## config.mk

```make
export PLATFORM = sky130hd
export DESIGN_NAME = mac_operand_feeder_flat
export DESIGN_NICKNAME = d
export VERILOG_FILES = /design/src/rtl/mac_operand_feeder_if.sv /design/src/rtl/mac_operand_feeder.sv /design/src/flat_wrapper.sv
export SDC_FILE = /design/constraint.sdc
export NUM_CORES = 1
export LEC_CHECK = 0
export BUFFER_PORTS_ARGS = -buffer_cell sky130_fd_sc_hd__buf_2
export CAP_MARGIN = 20
export CORE_MARGIN = 2
export CORE_UTILIZATION = 50
export CTS_CLUSTER_DIAMETER = 200
export DETAILED_ROUTE_END_ITERATION = 10
export GPL_TIMING_DRIVEN = 1
export PLACE_DENSITY = 0.67
export SLEW_MARGIN = 0
export SYNTH_ARGS = -nofsm -noshare
export SYNTH_HDL_FRONTEND = slang
export SYNTH_SLANG_ARGS = --single-unit
export TNS_END_PERCENT = 1
```

## constraint.sdc

```tcl
create_clock -name clk -period 4 [get_ports clk]
set_clock_uncertainty 0.05 [all_clocks]
set_input_delay 0.4 -clock clk [delete_from_list [all_inputs] [get_ports clk]]
set_output_delay 0.4 -clock clk [all_outputs]
set_load 0.05 [all_outputs]
```

## src/rtl/mac_operand_feeder_if.sv

```systemverilog
// Handshake bundle between the MAC operand feeder and its neighbours.
// Upstream operands/commands in; MAC drive and result status out.
interface mac_operand_feeder_if #(
  parameter int DW   = 16,
  parameter int LENW = 8
);
  logic            in_valid;
  logic            in_ready;
  logic [DW-1:0]   in_a;
  logic [DW-1:0]   in_b;
  logic            start;
  logic [LENW-1:0] vec_len;
  logic [DW-1:0]   a_out;
  logic [DW-1:0]   b_out;
  logic            mac_clr;
  logic            busy;
  logic            res_valid;
  logic            res_ack;
  logic [15:0]     bubble_cnt;

  modport master (
    output in_valid, in_a, in_b, start, vec_len, res_ack,
    input  in_ready, a_out, b_out, mac_clr, busy, res_valid,
    input  bubble_cnt
  );

  modport slave (
    input  in_valid, in_a, in_b, start, vec_len, res_ack,
    output in_ready, a_out, b_out, mac_clr, busy, res_valid,
    output bubble_cnt
  );
endinterface

```

## src/rtl/mac_operand_feeder.sv

```systemverilog
// Operand FIFO + dot-product sequencer feeding the 16x16 MAC.
// Define MAC_FEED_STATS_EN to build the bubble_cnt statistics counter.
module mac_operand_feeder #(
  parameter int DW      = 16,
  parameter int DEPTH   = 8,
  parameter int LENW    = 8,
  parameter int MAC_LAT = 1
) (
  input logic clk,
  input logic reset,
  mac_operand_feeder_if.slave bus
);
  localparam int AW  = $clog2(DEPTH);
  localparam int DCW = (MAC_LAT > 1) ? $clog2(MAC_LAT) : 1;

  typedef enum logic [2:0] {
    IDLE, CLEAR, RUN, DRAIN, HOLD
  } state_t;

  state_t state, state_n;

  logic [2*DW-1:0] mem [DEPTH];
  logic [AW-1:0]   wptr, rptr;
  logic [AW:0]     fcnt;
  logic            full, empty, push, pop;

  logic [LENW-1:0] len_r, cnt;
  logic [DCW-1:0]  dcnt;
  logic            go, ack, last_pop, drain_done;

  logic [DW-1:0]   a_d, b_d;
  logic            clr_d, rv_d;

  assign full       = (fcnt == (AW+1)'(DEPTH));
  assign empty      = (fcnt == '0);
  assign push       = bus.in_valid && !full;
  assign pop        = (state == RUN) && !empty;
  assign go         = (state == IDLE) && bus.start;
  assign ack        = (state == HOLD) && bus.res_valid && bus.res_ack;
  assign last_pop   = pop && ((cnt + LENW'(1)) == len_r);
  assign drain_done = (dcnt == DCW'(MAC_LAT - 1));

  assign bus.in_ready = !full;
  assign bus.busy     = (state != IDLE);

  // Operand storage; validity is tracked by fcnt so no reset needed
  always_ff @(posedge clk) begin
    if (push) mem[wptr] <= {bus.in_a, bus.in_b};
  end

  // FIFO pointers and occupancy, wrapping modulo DEPTH
  always_ff @(posedge clk or posedge reset) begin
    if (reset) begin
      wptr <= '0;
      rptr <= '0;
      fcnt <= '0;
    end else begin
      if (push) wptr <= wptr + AW'(1);
      if (pop)  rptr <= rptr + AW'(1);
      unique case ({push, pop})
        2'b10:   fcnt <= fcnt + (AW+1)'(1);
        2'b01:   fcnt <= fcnt - (AW+1)'(1);
        default: ;
      endcase
    end
  end

  // Sequencer state register
  always_ff @(posedge clk or posedge reset) begin
    if (reset) state <= IDLE;
    else       state <= state_n;
  end

  // Sequencer next-state decode
  always_comb begin
    state_n = state;
    unique case (state)
      IDLE:    if (go) state_n = CLEAR;
      CLEAR:   state_n = (len_r != '0) ? RUN : DRAIN;
      RUN:     if (last_pop) state_n = DRAIN;
      DRAIN:   if (drain_done) state_n = HOLD;
      HOLD:    if (ack) state_n = IDLE;
      default: state_n = IDLE;
    endcase
  end

  // Next values of the registered MAC drive and result flag
  always_comb begin
    a_d   = '0;
    b_d   = '0;
    clr_d = 1'b0;
    rv_d  = 1'b0;
    unique case (state)
      IDLE, CLEAR: clr_d = 1'b1;
      RUN:         if (pop) {a_d, b_d} = mem[rptr];
      HOLD: begin
        clr_d = ack;
        rv_d  = !ack;
      end
      default: ;
    endcase
  end

  // MAC drive registers; bubbles are zero so the MAC adds nothing
  always_ff @(posedge clk or posedge reset) begin
    if (reset) begin
      bus.a_out     <= '0;
      bus.b_out     <= '0;
      bus.mac_clr   <= 1'b1;
      bus.res_valid <= 1'b0;
    end else begin
      bus.a_out     <= a_d;
      bus.b_out     <= b_d;
      bus.mac_clr   <= clr_d;
      bus.res_valid <= rv_d;
    end
  end

  // Vector length latch, pair count and drain timer
  always_ff @(posedge clk or posedge reset) begin
    if (reset) begin
      len_r <= '0;
      cnt   <= '0;
      dcnt  <= '0;
    end else begin
      if (go) begin
        len_r <= bus.vec_len;
        cnt   <= '0;
      end else if (pop) begin
        cnt <= cnt + LENW'(1);
      end
      dcnt <= (state == DRAIN) ? dcnt + DCW'(1) : '0;
    end
  end

`ifdef MAC_FEED_STATS_EN
  logic [15:0] bub;

  // Saturating count of empty-FIFO RUN cycles, cleared by start
  always_ff @(posedge clk or posedge reset) begin
    if (reset) begin
      bub <= '0;
    end else if (go) begin
      bub <= '0;
    end else if (pop == 1'b0 && state == RUN && bub != 16'hFFFF) begin
      bub <= bub + 16'd1;
    end
  end

  assign bus.bubble_cnt = bub;
`else
  assign bus.bubble_cnt = '0;
`endif
endmodule
```

## src/flat_wrapper.sv

```systemverilog
// flat-port wrapper written by rule: the top's interface ports become plain ports
module mac_operand_feeder_flat 
#(
  parameter int DW      = 16,
  parameter int DEPTH   = 8,
  parameter int LENW    = 8,
  parameter int MAC_LAT = 1
)
  (clk, reset, bus_in_valid, bus_in_a, bus_in_b, bus_start, bus_vec_len, bus_res_ack, bus_in_ready, bus_a_out, bus_b_out, bus_mac_clr, bus_busy, bus_res_valid, bus_bubble_cnt);
  mac_operand_feeder_if #(.DW(DW), .LENW(LENW)) bus_i ();
  input logic clk;
  input logic reset;
  input wire logic [$bits(bus_i.in_valid)-1:0] bus_in_valid;
  input wire logic [$bits(bus_i.in_a)-1:0] bus_in_a;
  input wire logic [$bits(bus_i.in_b)-1:0] bus_in_b;
  input wire logic [$bits(bus_i.start)-1:0] bus_start;
  input wire logic [$bits(bus_i.vec_len)-1:0] bus_vec_len;
  input wire logic [$bits(bus_i.res_ack)-1:0] bus_res_ack;
  output wire logic [$bits(bus_i.in_ready)-1:0] bus_in_ready;
  output wire logic [$bits(bus_i.a_out)-1:0] bus_a_out;
  output wire logic [$bits(bus_i.b_out)-1:0] bus_b_out;
  output wire logic [$bits(bus_i.mac_clr)-1:0] bus_mac_clr;
  output wire logic [$bits(bus_i.busy)-1:0] bus_busy;
  output wire logic [$bits(bus_i.res_valid)-1:0] bus_res_valid;
  output wire logic [$bits(bus_i.bubble_cnt)-1:0] bus_bubble_cnt;
  assign bus_i.in_valid = bus_in_valid;
  assign bus_i.in_a = bus_in_a;
  assign bus_i.in_b = bus_in_b;
  assign bus_i.start = bus_start;
  assign bus_i.vec_len = bus_vec_len;
  assign bus_i.res_ack = bus_res_ack;
  assign bus_in_ready = bus_i.in_ready;
  assign bus_a_out = bus_i.a_out;
  assign bus_b_out = bus_i.b_out;
  assign bus_mac_clr = bus_i.mac_clr;
  assign bus_busy = bus_i.busy;
  assign bus_res_valid = bus_i.res_valid;
  assign bus_bubble_cnt = bus_i.bubble_cnt;
  mac_operand_feeder #(.DW(DW), .DEPTH(DEPTH), .LENW(LENW), .MAC_LAT(MAC_LAT)) u_core (.clk(clk), .reset(reset), .bus(bus_i));
endmodule
```

Word-level counts from Yosys, hierarchy flattened
Memories as Yosys holds them, arrays and structs flattened.
Cells that the tools add are included.

word-level totals
  word-level logic and storage cells = 65
  memories kept = 1
  input port bits = 45
  memory bits (writable) = 256
  register bits = 64
  output and inout port bits = 52

operators by class
  reductions and logical operators = 17
  add/subtract/negate cells = 6
  mux-type cells = 18
  equality and inequality tests = 12

memories
  name        words  width  rd ports  clocked after Yosys merged registers in  wr ports  line                      RTL
  u_core.mem  8      32     1         0                                        1         mac_operand_feeder.sv:22  logic [2*DW-1:0] mem [DEPTH];

operators with widths
  operator                                                                  number
  16-bit two-way mux                                                        4
  8-bit two-way mux                                                         2
  3-bit one-hot mux with 5 select lines                                     1
  3-bit two-way mux                                                         4
  8-bit by 1-bit adder with 8-bit output (second input constant)            1
  8-bit equality test                                                       1
  4-bit one-hot mux with 2 select lines                                     1
  8-bit nonzero test                                                        1
  3-bit by 1-bit adder with 3-bit output (second input constant)            2
  3-bit by 2-bit equality test with 1-bit output (second input constant)    2
  1-bit logical AND                                                         6
  2-bit by 1-bit inequality test with 1-bit output (second input constant)  3
  1-bit two-way mux                                                         5
  4-bit by 1-bit adder with 4-bit output (second input constant)            1
  4-bit equality test (second input constant)                               1
  4-bit zero test                                                           1
  4-bit AND reduction                                                       1
  2-bit nonzero test                                                        2
  4-bit by 1-bit subtractor with 4-bit output (second input constant)       1
  3-bit by 1-bit equality test with 1-bit output (second input constant)    1
  3-bit equality test (second input constant)                               1
  1-bit zero test                                                           3
  3-bit zero test                                                           1
  3-bit nonzero test                                                        1
  other kinds (6)                                                           6

Longest topological paths before layout
  depth in word-level cells = 6
  depth in mapped cells = 11
  mapped depth without buffers = 10

Worst setup path after synthesis
No wires, ideal clock.

  kind = register to register
  from = register u_core.fcnt[0]
  to = memory u_core.mem[0][0] (netlist name) (enable)
  cell stages (with the launch flop) = 5
  path slack = -769 ps
  buffers on the path = 0
  library setup time = 502 ps
  arrival time = 4217 ps
  data required time = 3448 ps
  period minus slack after synthesis = 4769 ps
  path through = dfrtp_1 -> nor3_1 -> nand2_1 -> nand2_1 -> nor4_1

on the way
  cells in the longest elaborated chain, start to end = 5

ends and longest elaborated chain
  what                                     line                      RTL
  start, declared                          mac_operand_feeder.sv:24  logic [AW:0] fcnt;
  start signal, assigned                   mac_operand_feeder.sv:61  2'b10: fcnt <= fcnt + (AW+1)'(1);
  start signal, assigned                   mac_operand_feeder.sv:62  2'b01: fcnt <= fcnt - (AW+1)'(1);
  4-bit equality test                      mac_operand_feeder.sv:34  assign full = (fcnt == (AW+1)'(DEPTH));
  1-bit zero test                          -
  via bus_in_ready                         flat_wrapper.sv:19        output wire logic [$bits(bus_i.in_ready)-1:0] bus_in_ready;
  1-bit logical AND                        mac_operand_feeder.sv:36  assign push = bus.in_valid && !full;
  1-bit two-way mux                        mac_operand_feeder.sv:48  if (push) mem[wptr] <= {bus.in_a, bus.in_b};
  1-bit two-way mux (implied by the code)  mac_operand_feeder.sv:48
  end, declared                            mac_operand_feeder.sv:22

The timed path passes the listed nets, and every way through them passes these cells.

Worst setup path after layout
  from = register u_core.state[0]
  to = register u_core.fcnt[3]

on the way
  cells in the longest elaborated chain, start to end = 4
  elaborated cells between the ends (all ways) = 6
  classes of those cells = eq/ne: 3; mux: 1; reduce/logical: 2

ends and longest elaborated chain
  what                                                                                          line                      RTL
  start, declared                                                                               mac_operand_feeder.sv:20  state_t state, state_n;
  start signal, assigned                                                                        mac_operand_feeder.sv:71  else state <= state_n;
  3-bit by 2-bit equality test with 1-bit output *                                              mac_operand_feeder.sv:37  assign pop = (state == RUN) && !empty;
  1-bit logical AND *                                                                           mac_operand_feeder.sv:37
  via u_core.pop                                                                                mac_operand_feeder.sv:25  logic full, empty, push, pop;
  2-bit by 1-bit equality test with 1-bit output / 2-bit equality test (equally long branches)  mac_operand_feeder.sv:60  unique case ({push, pop})
  4-bit one-hot mux with 2 select lines / 2-bit nonzero test (equally long branches)            -

The timed path passes the listed nets; every way through them passes the cells marked *.
A chain may end at the register's enable or synchronous reset.

==> results.json <==
{
  "worst_r2r_path_depth": 9,
  "cp_cell_sequence": "or4b_2 -> clkinv_4 -> ha_1 -> ha_1 -> a21o_1 -> a21oi_1 -> xnor2_1 -> nor2_1 -> xor2_1",
  "rsz0062_at_grt": "false",
  "worst-path-max-fanout": 9,
  "finalNetCount": 784,
  "start_util": 0.509,
  "grt_pass1_wl_mm": 36.1,
  "required_ns": 4.39,
  "synth-seq-cells": 320,
  "async_reset_ff_frac": 0.200,
  "ys.flop_type": "edfxtp_1",
  "swShare": 0.318,
  "rows": 57,
  "htree_levels": 1,
  "synth.area.top_cells": "edfxtp_1 (62%), dfrtp_1 (13%), mux4_2 (12%), mux2i_1 (2.7%), nor2_1 (1.4%)",
  "antenna_found_initial": 3,
  "worst_path_largest_cell_delay_ns": 0.75,
  "cp.arrival_ns": 3.04,
  "setup_viol": 0,
  "p_leak_nw": 5.12,
  "coreArea_um2": 24200,
  "hold_buffers": 1,
  "fin_area_um2": 14200,
  "crit_cells": 9,
  "cts.sinks": 320,
  "fin_crit_ns": 2.65,
  "report.final.slew_viol_count": 0,
  "route.detailed.wl_per_inst_um": 21.3,
  "clockPowerShare": 0.268,
  "vias": 5954,
  "status": "finished, final reports clean",
  "vias_per_cell": 5.50,
  "clock_latency_ns": 0.56,
  "die_h_um": 161,
  "tightest_slew_ns": 0.886,
  "critPathTopFamily": "simple AND/OR/NAND/NOR gates",
  "cts_resized": 0,
  "ir_drop_v": 0.000394,
  "clockBufferDepth": 3,
  "crit_path_frequent_cell": "ha_1",
  "ys.warnings.count": 0,
  "reg2reg_from": "u_core.state[0]",
  "dp_hpwl_mm": 13.3,
  "numCtsBuffers": 31,
  "first_pass_iters": 6,
  "cp-end-kind": "flop",
  "fp.dieArea_um2": 25900,
  "crit_path_start_kind": "flop",
  "ys_top_cells_by_count": "edfxtp_1 (256), mux4_2 (64), dfrtp_1 (63)",
  "drt_iter0_drc": 328,
  "clk_pin_slew_ns": 0.06,
  "crit_type": "reg2reg",
  "finalSetupTns_ns": 0,
  "wl_mm": 23.0,
  "hp-class": "in2reg",
  "route.detailed.drc": 0,
  "power_density_nw_per_um2": 740,
  "whs_path_depth": 2,
  "whs_endpoint": "u_core.len_r[1]",
  "switchingPower_w": 0.00333,
  "p_int_w": 0.00715,
  "cap_violations": 0,
  "cts_setup_buffers": 0,
  "yosysTopAreaCell": "edfxtp_1",
  "ios": 97,
  "critPathSlowestCell": "or4b_2",
  "fmax_ghz": 0.377,
  "synth-edff-count": 256,
  "finalHoldViolCount": 0,
  "period_share": 0.663,
  "ys_seq_area_frac": 0.753,
  "area_growth_pct": 14.9,
  "cts_tree": "done",
  "dpl_cell_area_um2": 13100,
  "antenna_left": 0,
  "synth.avg_cell_area_um2": 19.7,
  "yosysTopAreaCellShare": 0.623,
  "rrSetupSlack_ns": 1.35,
  "port_buffers": 80,
  "groute.usage.overall": 0.183,
  "synth_most_common_cell": "edfxtp_1",
  "hold_start": "bus_vec_len[1]",
  "power_w": 0.0105,
  "synth_cells": 626,
  "holdWs_ns": 0.0316,
  "die_x_um": 161,
  "grt-ovfl-total": 0,
  "path_buf_inv": 1,
  "grt_max_degree": 51,
  "combPwrFrac": 0.285,
  "gp_congestion": 0.782,
  "mappedNetlistArea_um2": 12300,
  "ys_types": 45,
  "drive_above_1_share": 0.308,
  "seq_power_share": 0.447,
  "clockRootBuffer": "clkbuf_16",
  "grt_pass1_vias": 6307,
  "slew_headroom": 0.405,
  "rr_endpoint": "u_core.fcnt[3]"
}
-- power groups by stage --
stage | sequential, W | combinational (W) | clock (W)
2_1_floorplan | 0.00483 | 0.00216 | 0
3_3_place_gp | 0.00473 | 0.00298 | 0
3_5_place_dp | 0.00476 | 0.00303 | 0
4_1_cts | 0.00470 | 0.00304 | 0.00287
5_1_grt | 0.00476 | 0.00325 | 0.00299
6_report | 0.00469 | 0.00299 | 0.00281
-- routing by layer --
metal	routed length, um	vias up	global-route usage	share of wire
li1	-	2645	-	-
met4	569	2	0.0515	0.025
met2	11600	168	0.321	0.50
met5	11	-	0	0.00048
met1	9660	3093	0.237	0.42
met3	1180	46	0.0326	0.051
-- area by class of cell --
type | count | area [um^2]
Clock buffer | 48 | 880
Multi-Input combinational cell | 273 | 2870
Timing Repair Buffer | 100 | 578
Antenna cell | 2 | 5.00
Sequential cell | 320 | 9300
Fill cell | 1846 | 10100
Tap cell | 324 | 405
Clock inverter | 10 | 104
Inverter | 6 | 28.8
-- worst max-delay path by stage --
stage,start,endpoint,slack (ns)
CTS,u_core.state[0],u_core.fcnt[3],1.34
finish,u_core.state[0],u_core.fcnt[3],1.35
detailed placement,u_core.state[0],u_core.fcnt[3],1.35
floorplan,u_core.fcnt[0],u_core.mem[2][0],0.07
global placement,u_core.state[0],u_core.fcnt[3],1.45
global route,u_core.fcnt[0],u_core.fcnt[3],1.21
-- stage by stage --
step	worst slack, ns	cells	util
2_1_floorplan	0.0748	641	-
3_3_place_gp	1.45	1021	0.542
3_5_place_dp	1.35	1021	0.542
4_1_cts	1.34	1080	0.583
5_1_grt	1.21	1082	0.584
6_report	1.35	1083	0.584
-- placed cells by master (no fill, tap or decap), types with 5 or more instances in the layout --
cell	netlist	layout
clkbuf_1	7	13
dfrtp_1	63	60
o21ai_0	12	12
o31ai_1	5	5
clkbuf_16	0	31
conb_1	1	16
xnor2_1	14	14
edfxtp_1	256	256
mux2i_1	33	33
nand2_1	18	18
buf_4	21	17
mux2_2	9	9
nand3_1	9	9
nor2_1	47	44
clkinv_2	0	5
ha_1	6	6
mux4_2	64	64
buf_2	5	80
-- state kept, by name, indices dropped and copies added, names as in the netlist --
| signal | count |
|---|---|
| u_core.mem | 256 |
| u_core.bus.a_out | 16 |
| u_core.bus.b_out | 16 |
| u_core.cnt | 8 |
| u_core.len_r | 8 |
| u_core.fcnt | 4 |
| u_core.rptr | 3 |
| u_core.state | 3 |
| u_core.wptr | 3 |
| u_core.bus.mac_clr | 1 |
| u_core.bus.res_valid | 1 |
| u_core.dcnt | 1 |
-- cell families (layout without fill, tap and decap cells) --
logic type                 Yosys count  count (layout)  synth area share
buffers and inverters               48             164            0.0231
other                                1              18          0.000304
adders and majority gates            7               7           0.00771
DFF                                320             320             0.753
muxes                              106             106             0.152
and+or+nand+nor                    102             102            0.0387
AOI/OAI and AO/OA                   24              24            0.0121
xor gates and xnor gates            18              18            0.0128
(Power assumes the default switching activity.)
